`config.mk`:
```
export PLATFORM = sky130hd
export DESIGN_NAME = alu_serial_seq
export DESIGN_NICKNAME = d
export VERILOG_FILES = /design/src/rtl/alu_serial_seq.sv
export SDC_FILE = /design/constraint.sdc
export NUM_CORES = 1
export LEC_CHECK = 0
export CORE_UTILIZATION = 48
export DETAILED_ROUTE_END_ITERATION = 12
export PLACE_DENSITY = 0.81
export SLEW_MARGIN = 20
export SYNTH_ARGS = -nofsm -noshare
export SYNTH_HDL_FRONTEND = slang
export SYNTH_SLANG_ARGS = --single-unit
```
`constraint.sdc`:
```
create_clock -name clk_i -period 2.14 [get_ports clk_i]
set_clock_uncertainty 0.1 [all_clocks]
set_input_delay 0.428 -clock clk_i [delete_from_list [all_inputs] [get_ports clk_i]]
set_output_delay 0.428 -clock clk_i [all_outputs]
set_load 0.05 [all_outputs]
```
`src/rtl/alu_serial_seq.sv`:
```
// Bit-serial ALU sequencer: one 1-bit AND/OR/ADD/LESS slice evaluated LSB first,
// with the carry held in a register and the bit-31 "set" value routed back to bit 0.
module alu_serial_seq #(
    parameter int WIDTH = 32
) (
    input  logic             clk_i,
    input  logic             rst_n,
    input  logic             start_i,
    input  logic [WIDTH-1:0] src1_i,
    input  logic [WIDTH-1:0] src2_i,
    input  logic [3:0]       ALU_control_i,
    output logic             busy_o,
    output logic             done_o,
    output logic [WIDTH-1:0] result_o,
    output logic             zero_o,
    output logic             cout_o,
    output logic             overflow_o
);

    localparam int IDX_W = (WIDTH > 1) ? $clog2(WIDTH) : 1;
    localparam logic [IDX_W-1:0] LAST_IDX = IDX_W'(WIDTH - 1);

    localparam logic [1:0] OP_AND  = 2'b00;
    localparam logic [1:0] OP_OR   = 2'b01;
    localparam logic [1:0] OP_ADD  = 2'b10;
    localparam logic [1:0] OP_LESS = 2'b11;

    typedef enum logic [1:0] {
        S_IDLE,
        S_RUN,
        S_FIX,
        S_DONE
    } state_t;

    state_t           state_reg;
    logic [IDX_W-1:0] idx_reg;
    logic             carry_reg;
    logic [WIDTH-1:0] src1_reg;
    logic [WIDTH-1:0] src2_reg;
    logic [3:0]       ctrl_reg;
    logic [WIDTH-1:0] shift_reg;
    logic             set_reg;
    logic             c_msb_in_reg;
    logic             c_out_reg;

    logic       a_bit;
    logic       b_bit;
    logic       sum_bit;
    logic       carry_next;
    logic       res_bit;
    logic [1:0] op;

    assign op = ctrl_reg[1:0];

    // The single slice; carry propagates for every op so LESS sees a valid subtraction.
    always_comb begin
        a_bit      = src1_reg[idx_reg] ^ ctrl_reg[3];
        b_bit      = src2_reg[idx_reg] ^ ctrl_reg[2];
        sum_bit    = a_bit ^ b_bit ^ carry_reg;
        carry_next = (a_bit & b_bit) | (a_bit & carry_reg) | (b_bit & carry_reg);
        res_bit    = 1'b0;
        case (op)
            OP_AND:  res_bit = a_bit & b_bit;
            OP_OR:   res_bit = a_bit | b_bit;
            OP_ADD:  res_bit = sum_bit;
            default: res_bit = 1'b0;
        endcase
    end

    assign zero_o = ~|result_o;

    always_ff @(posedge clk_i or negedge rst_n) begin
        if (!rst_n) begin
            state_reg    <= S_IDLE;
            idx_reg      <= '0;
            carry_reg    <= 1'b0;
            src1_reg     <= '0;
            src2_reg     <= '0;
            ctrl_reg     <= '0;
            shift_reg    <= '0;
            set_reg      <= 1'b0;
            c_msb_in_reg <= 1'b0;
            c_out_reg    <= 1'b0;
            busy_o       <= 1'b0;
            done_o       <= 1'b0;
            result_o     <= '0;
            cout_o       <= 1'b0;
            overflow_o   <= 1'b0;
        end else begin
            done_o <= 1'b0;
            case (state_reg)
                S_IDLE: begin
                    if (start_i) begin
                        src1_reg  <= src1_i;
                        src2_reg  <= src2_i;
                        ctrl_reg  <= ALU_control_i;
                        idx_reg   <= '0;
                        carry_reg <= ALU_control_i[2];
                        shift_reg <= '0;
                        busy_o    <= 1'b1;
                        state_reg <= S_RUN;
                    end
                end
                S_RUN: begin
                    carry_reg <= carry_next;
                    shift_reg <= {res_bit, shift_reg[WIDTH-1:1]};
                    if (idx_reg == LAST_IDX) begin
                        set_reg      <= sum_bit;
                        c_msb_in_reg <= carry_reg;
                        c_out_reg    <= carry_next;
                        state_reg    <= S_FIX;
                    end else begin
                        idx_reg <= idx_reg + IDX_W'(1);
                    end
                end
                S_FIX: begin
                    // SLT takes the raw MSB sum bit, like the ripple ALU (no overflow fix-up).
                    if (op == OP_LESS)
                        result_o <= {{(WIDTH-1){1'b0}}, set_reg};
                    else
                        result_o <= shift_reg;
                    cout_o     <= (op == OP_ADD) ? c_out_reg : 1'b0;
                    overflow_o <= (op == OP_ADD) ? (c_msb_in_reg ^ c_out_reg) : 1'b0;
                    state_reg  <= S_DONE;
                end
                S_DONE: begin
                    done_o    <= 1'b1;
                    busy_o    <= 1'b0;
                    state_reg <= S_IDLE;
                end
                default: state_reg <= S_IDLE;
            endcase
        end
    end

endmodule

```
# After elaboration in Yosys (flattened, before gate mapping)
# Cells that the tools add are included.
op_classes:
  addsub: 1
  magnitude_cmp: 1
  eq_ne: 10
  muxes: 21
  bitwise_logic: 11
  reduce_logical: 12
ops:
  columns: ["operator", "count"]
  rows:
  - ["2-to-1 mux 32 bit", 2]
  - ["case mux 32 bit (2 select lines)", 1]
  - ["OR reduction 32 bit", 1]
  - ["binary-select mux 1 bit (select 5 bit)", 2]
  - ["2-to-1 mux 5 bit", 2]
  - ["case mux 5 bit (2 select lines)", 1]
  - ["AND reduction 2 bit", 5]
  - ["== test 2 bit (second input constant)", 4]
  - ["case mux 2 bit (4 select lines)", 1]
  - ["2-to-1 mux 1 bit", 7]
  - ["less-than comparator 5 x 6 -> 1 bit (second input constant)", 1]
  - ["inequality test 2 bit (second input constant)", 3]
  - ["adder 5 x 1 -> 5 bit (second input constant)", 1]
  - ["== test 5 bit (second input constant)", 1]
  - ["bitwise XOR 1 bit", 5]
  - ["== test 2 x 1 -> 1 bit (second input constant)", 2]
  - ["logical NOT 2 bit", 2]
  - ["2-to-1 mux 2 bit", 2]
  - ["case mux 1 bit (2 select lines)", 2]
  - ["nonzero test 2 bit", 2]
  - ["bitwise AND 1 bit", 3]
  - ["OR 1 bit", 3]
  - ["case mux 1 bit (3 select lines)", 1]
  - ["AND reduction 3 bit", 1]
  - ["logical NOT 1 bit", 1]
word_totals:
  regBits: 147
  input_bits: 71
  elab_cells: 71

# Logic depth before layout (Yosys ltp)
depth:
  ltp_word: 7
  ltp_mapped: 12
  ltp_nobuf: 10

# Least setup slack after synthesis
# Ideal clock, no wire load.
synth_path:
  path_kind: "register to register"
  from: "register idx_reg[1]"
  to: "register shift_reg[31]"
  setup_time_ns: 0.126
  arrival_time_ns: 2.080
  path_slack_ns: -0.166
  stages_incl_launch_ff: 13
  path_buffers: 2
  cell_sequence: "dfrtp_1 buf_6 buf_4 mux2i_1 nand3_1 nand3_1 nand4_1 xor2_1 ha_1 xnor2_1 a21oi_1 a32oi_1 o21ai_1"
synth_via:
  elab_chain_cells: 7
  elab_cells_between_ends: 12
  cone_classes: "mux (6); bitwise (6)"
synth_rtl:
  columns: ["element", "line", "rtl"]
  rows:
  - ["from (decl)", "36", "logic [IDX_W-1:0] idx_reg;"]
  - ["from (signal assigned)", "113", "idx_reg <= idx_reg + IDX_W'(1);"]
  - ["binary-select mux 1 bit (select 5 bit), on equally long branches", "57, 58", null]
  - ["2-to-1 mux 1 bit, on equally long branches", "57, 58", null]
  - ["bitwise XOR 1 bit, on equally long branches", "57, 58", null]
  - ["bitwise XOR 1 bit (2 in series)", "59", "sum_bit = a_bit ^ b_bit ^ carry_reg;"]
  - ["case mux 1 bit (3 select lines) (*)", "62", "case (op)"]
  - ["case mux 32 bit (2 select lines) (*)", "91", "case (state_reg)"]
  - ["to (signal assigned)", "106", "shift_reg <= {res_bit, shift_reg[WIDTH-1:1]};"]
  - ["to (decl)", "41", "logic [WIDTH-1:0] shift_reg;"]
# Every way passes the cells marked *; elsewhere a longest branch is shown, timed or not. The select of a mux whose other input is x is not followed.
# A chain may end at the register's enable or synchronous reset.

# Final worst setup path
# Same ends and word-level chain as after synthesis.

==> flow_metrics.py <==
metrics = {
    "placed_design": {
        "dp_hpwl_mm": 9.56,
        "place_congestion": 0.817,
        "place_area_um2": 7810,
        "dp.cells": 804,
        "portBuffers": 107,
    },
    "pwr": {
        "p_per_area_nw_per_um2": 1360,
        "p_leak_nw": 3.95,
        "ir_drop_mv": 0.685,
        "finalPower_w": 0.0117,
    },
    "detailed_routing": {
        "via_per_inst": 5.43,
        "routed_wl_mm": 14.2,
        "drt_pass1_iterations": 4,
        "wire_per_inst_um": 16.9,
        "antenna_left": 0,
        "num_vias": 4572,
        "drc_errors": 0,
        "drt_first_iter_violations": 296,
    },
    "synth": {
        "syn-cell-area_um2": 6420,
        "syn_inst": 534,
        "synth_nets": 612,
        "synth_edf_count": 0,
        "ys_types": 36,
        "syn_avg_cell_area_um2": 12.0,
        "ys_seq_area_share_pct": 57.3,
        "ys_ff_latch": 147,
        "yosysWarnings": 0,
        "synthFlopType": "dfrtp_1",
        "async_reset_ff_share_pct": 100,
    },
    "timing": {
        "worstMarginPinSlew_ns": 0.556,
        "timing.final.crit_share_pct": 121,
        "setup_viol": 5,
        "finalWorstSetupSlack_ns": -0.447,
        "rsz0062_at_grt": "yes",
        "slew_headroom_pct": 63.0,
        "min_period_ns": 2.59,
        "max_freq_mhz": 387,
        "slew_viol_final": 0,
        "hold_violations": 0,
        "worst_hold_slack_ns": 0.398,
    },
    "final_layout": {
        "fin_cells": 842,
        "fin_area_um2": 8550,
        "synthToLayoutAreaGrowth_pct": 33.1,
        "drive_gt1_share_pct": 22.2,
        "utilization_pct": 66.7,
        "layout_commonest_cell": "dfrtp_1",
        "final_cell_mix": "146 x dfrtp_1, 70 x clkdlybuf4s50_1, 69 x mux2_2",
        "n_antenna_cell": 0,
        "nNetsFinal": 735,
    },
    "clock_network": {
        "cts_tree": "done",
        "clock_path_buffers": 2,
        "htree_levels": 4,
        "cts.reportedPaths.clkPinSlew_ns": 0.07,
        "clockRootBuffer": "clkbuf_16",
        "numCtsBuffers": 17,
        "clkLatencyLatePin_ns": 0.43,
        "cts_sinks": 147,
    },
    "global_route": {
        "overflow": 0,
        "grt_antenna_before_repair": 0,
        "grt_max_degree": 52,
        "grt_usage_pct": 21.2,
        "grt_pass1_wl_mm": 23.3,
        "grt_pass1_vias": 4731,
    },
    "worst_setup_path": {
        "cp-end-kind": "flop",
        "cp_max_fo": 7,
        "criticalPathCategory": "flop to flop",
        "crit_arrival_ns": 2.81,
        "cp-start-kind": "flop",
        "required_ns": 2.36,
    },
    "floorplanning": {
        "chipWidth_um": 118,
        "fp.dieArea_um2": 13800,
        "start_util_pct": 50.1,
        "fp.dieH_um": 118,
        "core-area_um2": 12800,
        "rows": 41,
        "boundaryPins": 108,
    },
    "min_path": {
        "hold_class": "flop to flop",
    },
    "outcome": {
        "outcome": "finished, violations left",
        "violations": "setup timing",
    },
    "job": {
        "maxCapViolCount": 0,
    },
}
## report_power, final
group,switching (W),internal [W]
registers,0.000627,0.00362
clock network,0.00116,0.00194
logic,0.00218,0.00213
total,0.00396,0.00769
## layout make-up
type,instances,area (µm²)
Multi-Input combinational cell,319,2510
Timing Repair Buffer,137,1390
Clock buffer,18,429
Sequential cell,147,3680
Inverter,35,131
Tap cell,172,215
Clock inverter,14,188
Fill cell,940,4280
## cells in the mapped netlist (all sizes together) (4+ instances only)
| library cell | count | share of area (%) |
|---|---|---|
| nand3 | 13 | 1.0 |
| inv | 35 | 2.0 |
| mux2 | 69 | 12 |
| a22o | 38 | 5.2 |
| dfrtp | 147 | 57 |
| nand4 | 4 | 0.39 |
| nand2b | 6 | 0.58 |
| clkbuf | 19 | 1.1 |
| nor2b | 8 | 0.78 |
| o21ai | 39 | 3.0 |
| nand2 | 45 | 2.6 |
| buf | 14 | 1.5 |
| ha | 7 | 1.4 |
| a22oi | 8 | 0.94 |
| mux2i | 36 | 5.6 |
| nor4 | 8 | 0.78 |
| a21oi | 9 | 0.70 |
| nor2 | 9 | 0.53 |
## kinds of logic after synthesis
family	synth area share (%)
xor+xnor	0.546
flops	57.3
fa+ha+maj	1.36
compound gates	10.9
mux	17.7
buf+inv	4.66
simple gates	7.50
## final timing paths
path | startpoint | end | slack (ns) | cells after the start
max | idx_reg[1] | shift_reg[31] | -0.45 | 11
min | set_reg | set_reg | 0.40 | 2
max reg2reg | idx_reg[1] | shift_reg[31] | -0.45 | 11
min reg2reg | set_reg | set_reg | 0.40 | 2
max in group asynchronous | rst_n | shift_reg[9] | 0.91 | 3
min in group asynchronous | rst_n | result_o[16] | 0.41 | 2
## per-stage QoR
step,setup TNS (ns),setup WS (ns)
6_report,-1.12,-0.447
5_1_grt,-1.75,-0.564
2_1_floorplan,-0.0869,-0.0869
4_1_cts,-0.639,-0.359
3_3_place_gp,-0.416,-0.272
3_5_place_dp,-0.519,-0.331
## what timing repair did
item,CTS,global route
pin swaps,3,4
endpoints found under the setup margin,32,17
resized for setup,36,12
gates cloned,0,2
endpoints found under the hold margin,47,0
hold buffers,1,0
buffers inserted,1,2
## worst max-delay path, stage by stage (launching register included)
cell	delay [ns]
dfrtp_2	0.50
buf_6	0.19
mux2i_1	0.26
nand2_1	0.09
nand3_1	0.08
nand4_1	0.16
xor2_1	0.28
ha_1	0.31
xnor2_2	0.16
a21oi_1	0.09
a32oi_1	0.17
o21ai_1	0.08
## metal layers
layer	up-vias	GRT usage (%)	routed length, µm
met4	0	7.53	288
met3	23	5.43	567
met2	131	35.2	7160
met5	-	0	0
li1	2132	-	-
met1	2286	26.7	6220
Power figures use the tool's default switching activity.
